===== src/rtl/lfsr_step_ctrl.sv =====
// lfsr_step_ctrl
//   Sequencer in front of the 8-bit LFSR and dual bcd7seg display datapath.
//   It turns a raw, bouncing push-button into clean single-cycle step enables:
//   the button is synchronised, debounced, and then drives a small FSM. The FSM
//   issues one step per press, and auto-repeats while the button is held past a
//   threshold.
//
// Ports
//   clk      in   1  single clock, rising edge
//   rst      in   1  asynchronous, active-high reset
//   btn      in   1  raw button, asynchronous to clk, may bounce
//   step_en  out  1  one-cycle pulse: the LFSR advances on this cycle
//   pressed  out  1  debounced button level
//   auto     out  1  high while the FSM is in the auto-repeat state
//   steps    out  8  number of step_en pulses issued, wraps 255 -> 0
module lfsr_step_ctrl #(
    parameter int unsigned SYNC_STAGES  = 2,
    parameter int unsigned DEBOUNCE_CYC = 16,
    parameter int unsigned HOLD_CYC     = 64,
    parameter int unsigned REPEAT_CYC   = 32
) (
    input  logic       clk,
    input  logic       rst,
    input  logic       btn,
    output logic       step_en,
    output logic       pressed,
    output logic       auto,
    output logic [7:0] steps
);

    // Counter widths: $clog2 of the terminal count, never below one bit.
    // Counters clear at their terminal value, so they never overflow.
    localparam int unsigned DB_W   = (DEBOUNCE_CYC > 1) ? $clog2(DEBOUNCE_CYC) : 1;
    localparam int unsigned HOLD_W = (HOLD_CYC > 1)     ? $clog2(HOLD_CYC)     : 1;
    localparam int unsigned REP_W  = (REPEAT_CYC > 1)   ? $clog2(REPEAT_CYC)   : 1;

    localparam logic [DB_W-1:0]   DB_LAST   = DB_W'(DEBOUNCE_CYC - 1);
    localparam logic [HOLD_W-1:0] HOLD_LAST = HOLD_W'(HOLD_CYC - 1);
    localparam logic [REP_W-1:0]  REP_LAST  = REP_W'(REPEAT_CYC - 1);

    typedef enum logic [1:0] {
        S_IDLE,
        S_PRESS,
        S_AUTO
    } state_t;

    // ------------------------------------------------------------------
    // Synchroniser: btn -> SYNC_STAGES flops -> btn_s
    // ------------------------------------------------------------------
    logic [SYNC_STAGES-1:0] sync_q;
    logic                   btn_s;

    always_ff @(posedge clk or posedge rst) begin
        if (rst) begin
            sync_q <= '0;
        end else begin
            sync_q <= {sync_q[SYNC_STAGES-2:0], btn};
        end
    end

    assign btn_s = sync_q[SYNC_STAGES-1];

    // ------------------------------------------------------------------
    // Debounce: pressed flips only after DEBOUNCE_CYC consecutive cycles
    // in which the synchronised level disagrees with it. Any agreeing
    // cycle restarts the count, so short glitches are ignored.
    // ------------------------------------------------------------------
    logic [DB_W-1:0] db_cnt;

    always_ff @(posedge clk or posedge rst) begin
        if (rst) begin
            db_cnt  <= '0;
            pressed <= 1'b0;
        end else if (btn_s != pressed) begin
            if (db_cnt == DB_LAST) begin
                pressed <= ~pressed;
                db_cnt  <= '0;
            end else begin
                db_cnt <= db_cnt + DB_W'(1);
            end
        end else begin
            db_cnt <= '0;
        end
    end

    // ------------------------------------------------------------------
    // Step FSM. A release always takes priority over a hold or repeat
    // threshold reached in the same cycle, so no pulse is issued then.
    // ------------------------------------------------------------------
    state_t            state_q, state_d;
    logic [HOLD_W-1:0] hold_q, hold_d;
    logic [REP_W-1:0]  rep_q, rep_d;
    logic              step_d;

    always_comb begin
        state_d = state_q;
        hold_d  = hold_q;
        rep_d   = rep_q;
        step_d  = 1'b0;
        case (state_q)
            S_IDLE: begin
                if (pressed) begin
                    state_d = S_PRESS;
                    step_d  = 1'b1;
                    hold_d  = '0;
                end
            end
            S_PRESS: begin
                if (!pressed) begin
                    state_d = S_IDLE;
                end else if (hold_q == HOLD_LAST) begin
                    state_d = S_AUTO;
                    step_d  = 1'b1;
                    rep_d   = '0;
                end else begin
                    hold_d = hold_q + HOLD_W'(1);
                end
            end
            S_AUTO: begin
                if (!pressed) begin
                    state_d = S_IDLE;
                end else if (rep_q == REP_LAST) begin
                    step_d = 1'b1;
                    rep_d  = '0;
                end else begin
                    rep_d = rep_q + REP_W'(1);
                end
            end
            default: begin
                state_d = S_IDLE;
            end
        endcase
    end

    // step_en, auto and steps are registered so the LFSR sees glitch-free
    // enables; auto is loaded from the next state so it tracks state_q.
    always_ff @(posedge clk or posedge rst) begin
        if (rst) begin
            state_q <= S_IDLE;
            hold_q  <= '0;
            rep_q   <= '0;
            step_en <= 1'b0;
            auto    <= 1'b0;
            steps   <= '0;
        end else begin
            state_q <= state_d;
            hold_q  <= hold_d;
            rep_q   <= rep_d;
            step_en <= step_d;
            auto    <= (state_d == S_AUTO);
            steps   <= steps + 8'(step_d);
        end
    end

endmodule


===== config.mk =====
export PLATFORM = sky130hd
export DESIGN_NAME = lfsr_step_ctrl
export DESIGN_NICKNAME = d
export VERILOG_FILES = /design/src/rtl/lfsr_step_ctrl.sv
export SDC_FILE = /design/constraint.sdc
export NUM_CORES = 1
export LEC_CHECK = 0
export BUFFER_PORTS_ARGS = -buffer_cell sky130_fd_sc_hd__buf_2
export CORE_ASPECT_RATIO = 0.5
export CORE_MARGIN = 4
export CORE_UTILIZATION = 41
export CTS_CLUSTER_DIAMETER = 40
export DETAILED_ROUTE_END_ITERATION = 12
export PLACE_DENSITY_LB_ADDON = 0.1
export SLEW_MARGIN = 20
export SYNTH_ARGS = -nofsm -noshare
export SYNTH_HDL_FRONTEND = slang
export SYNTH_SLANG_ARGS = --single-unit

===== constraint.sdc =====
create_clock -name clk -period 2.6 [get_ports clk]
set_input_delay 0.39 -clock clk [delete_from_list [all_inputs] [get_ports clk]]
set_output_delay 0.39 -clock clk [all_outputs]
set_load 0.02 [all_outputs]

==> results of run 1 <==
==> registers in the layout, indices dropped and copies added (netlist names) <==
register / cells
steps: 8
auto: 1
pressed: 1
hold_q: 6
rep_q: 5
state_q: 2
db_cnt: 4
step_en: 1
sync_q: 2
==> cells by family (layout without fill, tap and decap cells) <==
group	Yosys count	in the layout	synth area share, %
adder cells (fa/ha/maj)	10	10	8.224
XOR/XNOR	9	9	5.181
buffers and inverters	11	31	3.618
AO/OA/AOI/OAI	30	30	13.49
flip-flops	30	30	49.34
AND/OR/NAND/NOR	55	55	19.41
multiplexers	1	1	0.7401
==> cell usage after synthesis <==
cell type / count / share of area, %
and3_1: 3 / 1.2
a31oi_1: 4 / 1.6
o21ai_0: 10 / 3.3
a2111o_1: 1 / 0.74
and4_4: 1 / 0.74
nor2_1: 8 / 2.0
buf_8: 1 / 0.99
a22oi_4: 1 / 1.4
or4_1: 1 / 0.49
ha_1: 10 / 8.2
nor2b_1: 2 / 0.82
nor3b_1: 1 / 0.49
nand3_1: 9 / 3.0
o32ai_1: 1 / 0.58
clkbuf_1: 1 / 0.25
xor2_1: 2 / 1.2
nand4b_1: 2 / 1.2
a21oi_1: 8 / 2.6
o311ai_0: 1 / 0.58
o31ai_2: 1 / 0.82
and3_2: 1 / 0.49
nand2b_1: 3 / 1.2
and2b_4: 1 / 0.66
a311oi_1: 2 / 1.2
nand4_1: 2 / 0.82
or2_2: 1 / 0.41
xnor2_1: 7 / 4.0
dfrtp_1: 30 / 49
and2_2: 1 / 0.49
buf_2: 2 / 0.66
a32o_1: 1 / 0.66
mux2_2: 1 / 0.74
and2_1: 3 / 1.2
inv_1: 7 / 1.7
nand2_1: 15 / 3.7
nand3b_1: 1 / 0.49
==> power groups by stage <==
stage / logic (mW) / registers, mW / clock network, mW
after floorplan: 0.0198 / 0.486 / 0
after global routing: 0.0341 / 0.479 / 0.416
after detailed placement: 0.0291 / 0.487 / 0
after CTS: 0.0292 / 0.478 / 0.392
final: 0.0280 / 0.478 / 0.378
after global placement: 0.0292 / 0.487 / 0
==> critical path, cell delays in order (launching register included) <==
cell and delay [ps]:
dfrtp_1 410, ha_1 230, and4_4 280, and2_2 180, nand3b_1 80, a21oi_1 290
ha_1 260, nand4_1 140, nor2_1 190, nand2_1 90, xnor2_1 120
==> stage by stage <==
stage	area [um^2]	setup slack (ps)	util, %	hold WS [ps]	power, mW
2_1_floorplan	1521	508.3	-	331.2	0.5061
3_3_place_gp	1644	346.6	47.10	335.2	0.5159
3_5_place_dp	1644	233.4	47.10	341.3	0.5160
6_report	1735	247.6	49.71	178.9	0.8848
4_1_cts	1735	218.0	49.71	188.0	0.8995
5_1_grt	1735	16.88	49.71	222.2	0.9284
==> per-layer routing <==
| layer | vias up | GRT usage, % |
|---|---|---|
| met5 | - | 0 |
| met4 | 0 | 4.317 |
| met3 | 2 | 5.000 |
| met2 | 28 | 20.31 |
| met1 | 529 | 16.77 |
| li1 | 551 | - |
==> final cells by class <==
class | instances | area, um^2
clock buffer | 7 | 86.33
clock inverter | 1 | 5.005
fill | 337 | 1755
inverter | 7 | 26.28
multi-input combinational | 105 | 715.7
sequential | 30 | 750.7
tap | 51 | 63.81
timing repair buffer | 16 | 87.58
==> path summary, 6_finish.rpt <==
| kind | from | end |
|---|---|---|
| worst min register to register | sync_q[0]$_DFF_PP0_ | sync_q[1]$_DFF_PP0_ |
| max in group asynchronous | rst | db_cnt[2]$_DFF_PP0_ |
| worst max-delay path | hold_q[0]$_DFFE_PP0P_ | steps[7]$_DFF_PP0_ |
| worst min-delay path | rst | steps[6]$_DFF_PP0_ |
| worst max register to register | hold_q[0]$_DFFE_PP0P_ | steps[7]$_DFF_PP0_ |
| min in group clk | btn | sync_q[0]$_DFF_PP0_ |
==> cell usage in the layout (no fill, tap or decap), types with 2 or more instances in the layout <==
master	instances
dfrtp_1	30
nand2_1	15
buf_2	13
o21ai_0	10
ha_1	10
nand3_1	9
a21oi_1	8
nor2_1	8
inv_1	7
xnor2_1	7
clkbuf_8	6
a31oi_1	4
and2_1	3
and3_1	3
nand2b_1	3
buf_4	3
nand4_1	2
a311oi_1	2
nor2b_1	2
xor2_1	2
nand4b_1	2
==> flow_metrics.tcl, run 1 <==
set metrics [dict create \
    status "completed" \
    drt-met1-wl_um 1368 \
    maxSlewViolCount 0 \
    min_path_type "input port to async pin" \
    grt_max_degree 31 \
    syn_to_final_growth_pct 14.06 \
    grt_antenna_before_repair 0 \
    p_sw_share_pct 21.30 \
    cts_max_level 2 \
    die-area_um2 4809 \
    cts_tree "done" \
    path_class "flop to flop" \
    skew_ps 5.883 \
    port_buffers 13 \
    clockBufferDepth 2 \
    fin_crit_sh_pct 90.48 \
    comb_power_share_pct 3.2 \
    numCtsBuffers 5 \
    hpwl_um 1989 \
    power.clock.fraction_pct 42.8 \
    maxCapViolations 0 \
    nNetsFinal 178 \
    cp-end-kind "flop" \
    slew_headroom_pct 72.85 \
    setup_tns_ps 0 \
    clkLatencyLatePin_ps 270 \
    synth.avg_cell_area_um2 10.42 \
    reg2reg_depth 10 \
    drt_iter0_markers 99 \
    fp.coreArea_um2 3491 \
    firstDrtPassIters 4 \
    worst_pin_slew_ps 407.2 \
    ys_seq_elements 30 \
    wl_um 2793 \
    dp_cells 209 \
    cts_resized 0 \
    grt_usage_pct 13.05 \
    gp_congestion 0.7923 \
    fin_cells 217 \
    wire_per_inst_um 12.87 \
    rsz0062_at_grt "false" \
    placementRows 15 \
    drc 0 \
    grt_pass1_vias 1094 \
    seq_area_frac_synth_pct 49.34 \
    wl_met2_um 1267 \
    wl_met3_um 149 \
    die_h_um 51.08 \
    cts_hold_buf 0 \
    setup_violations 0 \
    io_pins 14 \
    diodes 0 \
    initial_utilization_pct 43.58 \
    path_clk_slew_ps 60 \
    post-cts-setup-buffer-count 0 \
    start_kind "flop" \
    syn_nets 159 \
    drive_gt1_share_pct 18.67 \
    grt.overflow.total 0 \
    max_freq_mhz 425.1 \
    synth.distinct_cells 36 \
    maxUsedRoutingLayer "met4" \
    power_density_nw_per_um2 509.8 \
    crit_fanout 5 \
    ant_nets 0 \
    synth_area_um2 1521 \
    power_leakage_nw 0.8590 \
    peakVddDrop_mv 0.2449 \
    hold_violations 0 \
    netlist_instances 146 \
    critPathRequiredTime_ps 2760 \
    grt_pass1_wl_um 4802 \
    p_seq_share_pct 54.1 \
    routed_via_density 5.115 \
    die_x_um 94.15 \
    r2r_slack_ps 250 \
    post-route-min-period_ps 2352 \
    yosysWarnings 0 \
    root_buffer "clkbuf_8" \
    route.vias.total 1110 \
    arrival_ps 2510 \
    cts_sinks 30 \
    power.switching_mw 0.1885 \
    intPower_mw 0.6963 \
]
Power figures use the tool's default switching activity.
==> run 2: changes to the inputs <==
Settings changed: ABC_AREA set to 1, BUFFER_PORTS_ARGS -buffer_cell sky130_fd_sc_hd__buf_2 to -buffer_cell sky130_fd_sc_hd__clkbuf_2, CORE_ASPECT_RATIO 0.5 to unset.
==> flow_metrics.tcl, run 2 <==
set metrics [dict create \
    synth_edf_count 0 \
    drt_iter0_markers 22 \
    fin_ws_ps 293.2 \
    cts_resized 0 \
    start_kind "flop" \
    synthTopCellsByArea "dfrtp_1 48%, ha_1 8.1%, nand2_1 8.0%" \
    ys_seq_elements 30 \
    numCtsBuffers 5 \
    syn_nets 183 \
    hold_violations 0 \
    p_seq_share_pct 53.4 \
    pre_cts_ws_ps 244.5 \
    root_buffer "clkbuf_8" \
    yosysWarnings 0 \
    io_pins 14 \
    initial_utilization_pct 42.31 \
    syn_to_final_growth_pct 13.25 \
    rsz0062_at_grt "false" \
    fin_cells 238 \
    gp_congestion 0.7788 \
    grt_pass1_wl_um 4857 \
    power_leakage_nw 0.8621 \
    synth_common_cells "33 x nand2_1, 30 x dfrtp_1, 19 x inv_1, 14 x nand3_1, 12 x nor2_1" \
    worst_pin_slew_ps 373.0 \
    clockBufferDepth 2 \
    intPower_mw 0.6969 \
    power.switching_mw 0.2001 \
    die_x_um 69.47 \
    hpwl_um 2029 \
    status "completed" \
    min_path_type "input port to async pin" \
    synth_largest_area_cell "dfrtp_1" \
    nNetsFinal 202 \
    final_cell_mix "33 x nand2_1, 30 x dfrtp_1, 19 x inv_1" \
    die_h_um 69.47 \
    grt_max_degree 31 \
    fin_crit_sh_pct 88.72 \
    synthFlopType "dfrtp_1" \
    async_reset_ff_share_pct 100.0 \
    fp.coreArea_um2 3661 \
    maxSlewViolCount 0 \
    post-cts-setup-buffer-count 0 \
    route.vias.total 1114 \
    wire_per_inst_um 11.33 \
    setup_violations 0 \
    grt_pass1_vias 1110 \
    post-route-min-period_ps 2307 \
    post-synth-top-count-cell "nand2_1" \
    cts_hold_buf 0 \
    firstDrtPassIters 4 \
    comb_power_share_pct 3.7 \
    hold-worst-slack_ps 149.4 \
    cts_tree "done" \
    slew_headroom_pct 75.13 \
    cp-end-kind "flop" \
    p_sw_share_pct 22.31 \
    synth_area_um2 1549 \
    synth.distinct_cells 22 \
    cts_max_level 2 \
    path_class "flop to flop" \
    placementRows 22 \
    port_buffers 13 \
    grt_usage_pct 12.65 \
    grt_antenna_before_repair 0 \
    power_density_nw_per_um2 511.3 \
    critPathRequiredTime_ps 2760 \
    cts_sinks 30 \
    max_freq_mhz 433.5 \
    largest-register "steps" \
    routed_via_density 4.681 \
    top_regs "steps (8), hold_q (6), rep_q (5)" \
    crit_fanout 5 \
    arrival_ps 2470 \
    diodes 0 \
    final_common_cell "nand2_1" \
    die-area_um2 4825 \
    path_clk_slew_ps 70 \
    maxCapViolations 0 \
    dp_cells 230 \
    synth_top_area_share_pct 48.47 \
    drc 0 \
    clkLatencyLatePin_ps 280 \
    ant_nets 0 \
    drive_gt1_share_pct 22.11 \
    synth.avg_cell_area_um2 9.112 \
    grt.overflow.total 0 \
    power.clock.fraction_pct 43.0 \
    seq_area_frac_synth_pct 48.47 \
    skew_ps 5.759 \
    netlist_instances 170 \
    wl_um 2697 \
    setup_tns_ps 0 \
    totalPowerFinal_mw 0.8970 \
    largest_register_ffs 8 \
    peakVddDrop_mv 0.2917 \
]
==> run 2: critical path, cell delays in order (launching register included) <==
cell and delay (ps):
dfrtp_1 400, ha_1 200, nand2_1 60, nor2_1 90
ha_1 150, inv_1 60, nand2_1 70, nand3_1 80
a21oi_1 250, ha_1 230, nand3_1 100, nor2_1 220
nand4_1 130, xor2_1 160
==> run 2: cell type report <==
type / count / area [um^2]
tap: 48 / 60.06
clock buffer: 6 / 82.58
clock inverter: 2 / 12.51
fill: 348 / 1907
multi-input combinational: 115 / 688.2
inverter: 23 / 87.58
sequential: 30 / 750.7
timing repair buffer: 14 / 72.57
==> run 2: cell families (layout without fill, tap and decap cells) <==
group | after synthesis | after routing | share of synthesized area [%]
compound gates | 21 | 21 | 8.562
xor+xnor | 11 | 11 | 6.220
fa+ha+maj | 10 | 10 | 8.078
buf+inv | 25 | 45 | 7.108
flops | 30 | 30 | 48.47
simple gates | 73 | 73 | 21.57
==> run 2: worst paths after layout <==
kind	from	endpoint	slack [ps]	cells after the start
worst min register to register	sync_q[0]$_DFF_PP0_	sync_q[1]$_DFF_PP0_	350	0
worst max-delay path	rep_q[0]$_DFFE_PP0P_	steps[7]$_DFF_PP0_	290	13
max in group asynchronous	rst	hold_q[0]$_DFFE_PP0P_	2180	3
min in group clk	btn	sync_q[0]$_DFF_PP0_	210	1
worst max register to register	rep_q[0]$_DFFE_PP0P_	steps[7]$_DFF_PP0_	290	13
worst min-delay path	rst	db_cnt[0]$_DFF_PP0_	150	3
==> run 2: per-stage QoR <==
step,area (um^2),utilization (%)
6_report,1754,47.92
5_1_grt,1754,47.92
4_1_cts,1754,47.92
3_5_place_dp,1659,45.32
3_3_place_gp,1659,45.32
2_1_floorplan,1549,-
==> run 2: power groups by stage <==
stage | clock network [mW] | logic [mW] | registers, mW
floorplan | 0 | 0.0247 | 0.488
global placement | 0 | 0.0336 | 0.487
detailed placement | 0 | 0.0342 | 0.487
CTS | 0.403 | 0.0344 | 0.479
global route | 0.424 | 0.0386 | 0.480
finish | 0.385 | 0.0328 | 0.479
==> run 2: metal layers <==
metal | GRT usage [%] | routed length, um
met2 | 19.70 | 1245
met5 | 0 | 0
met4 | 6.508 | 57
met3 | 4.203 | 126
met1 | 15.53 | 1268
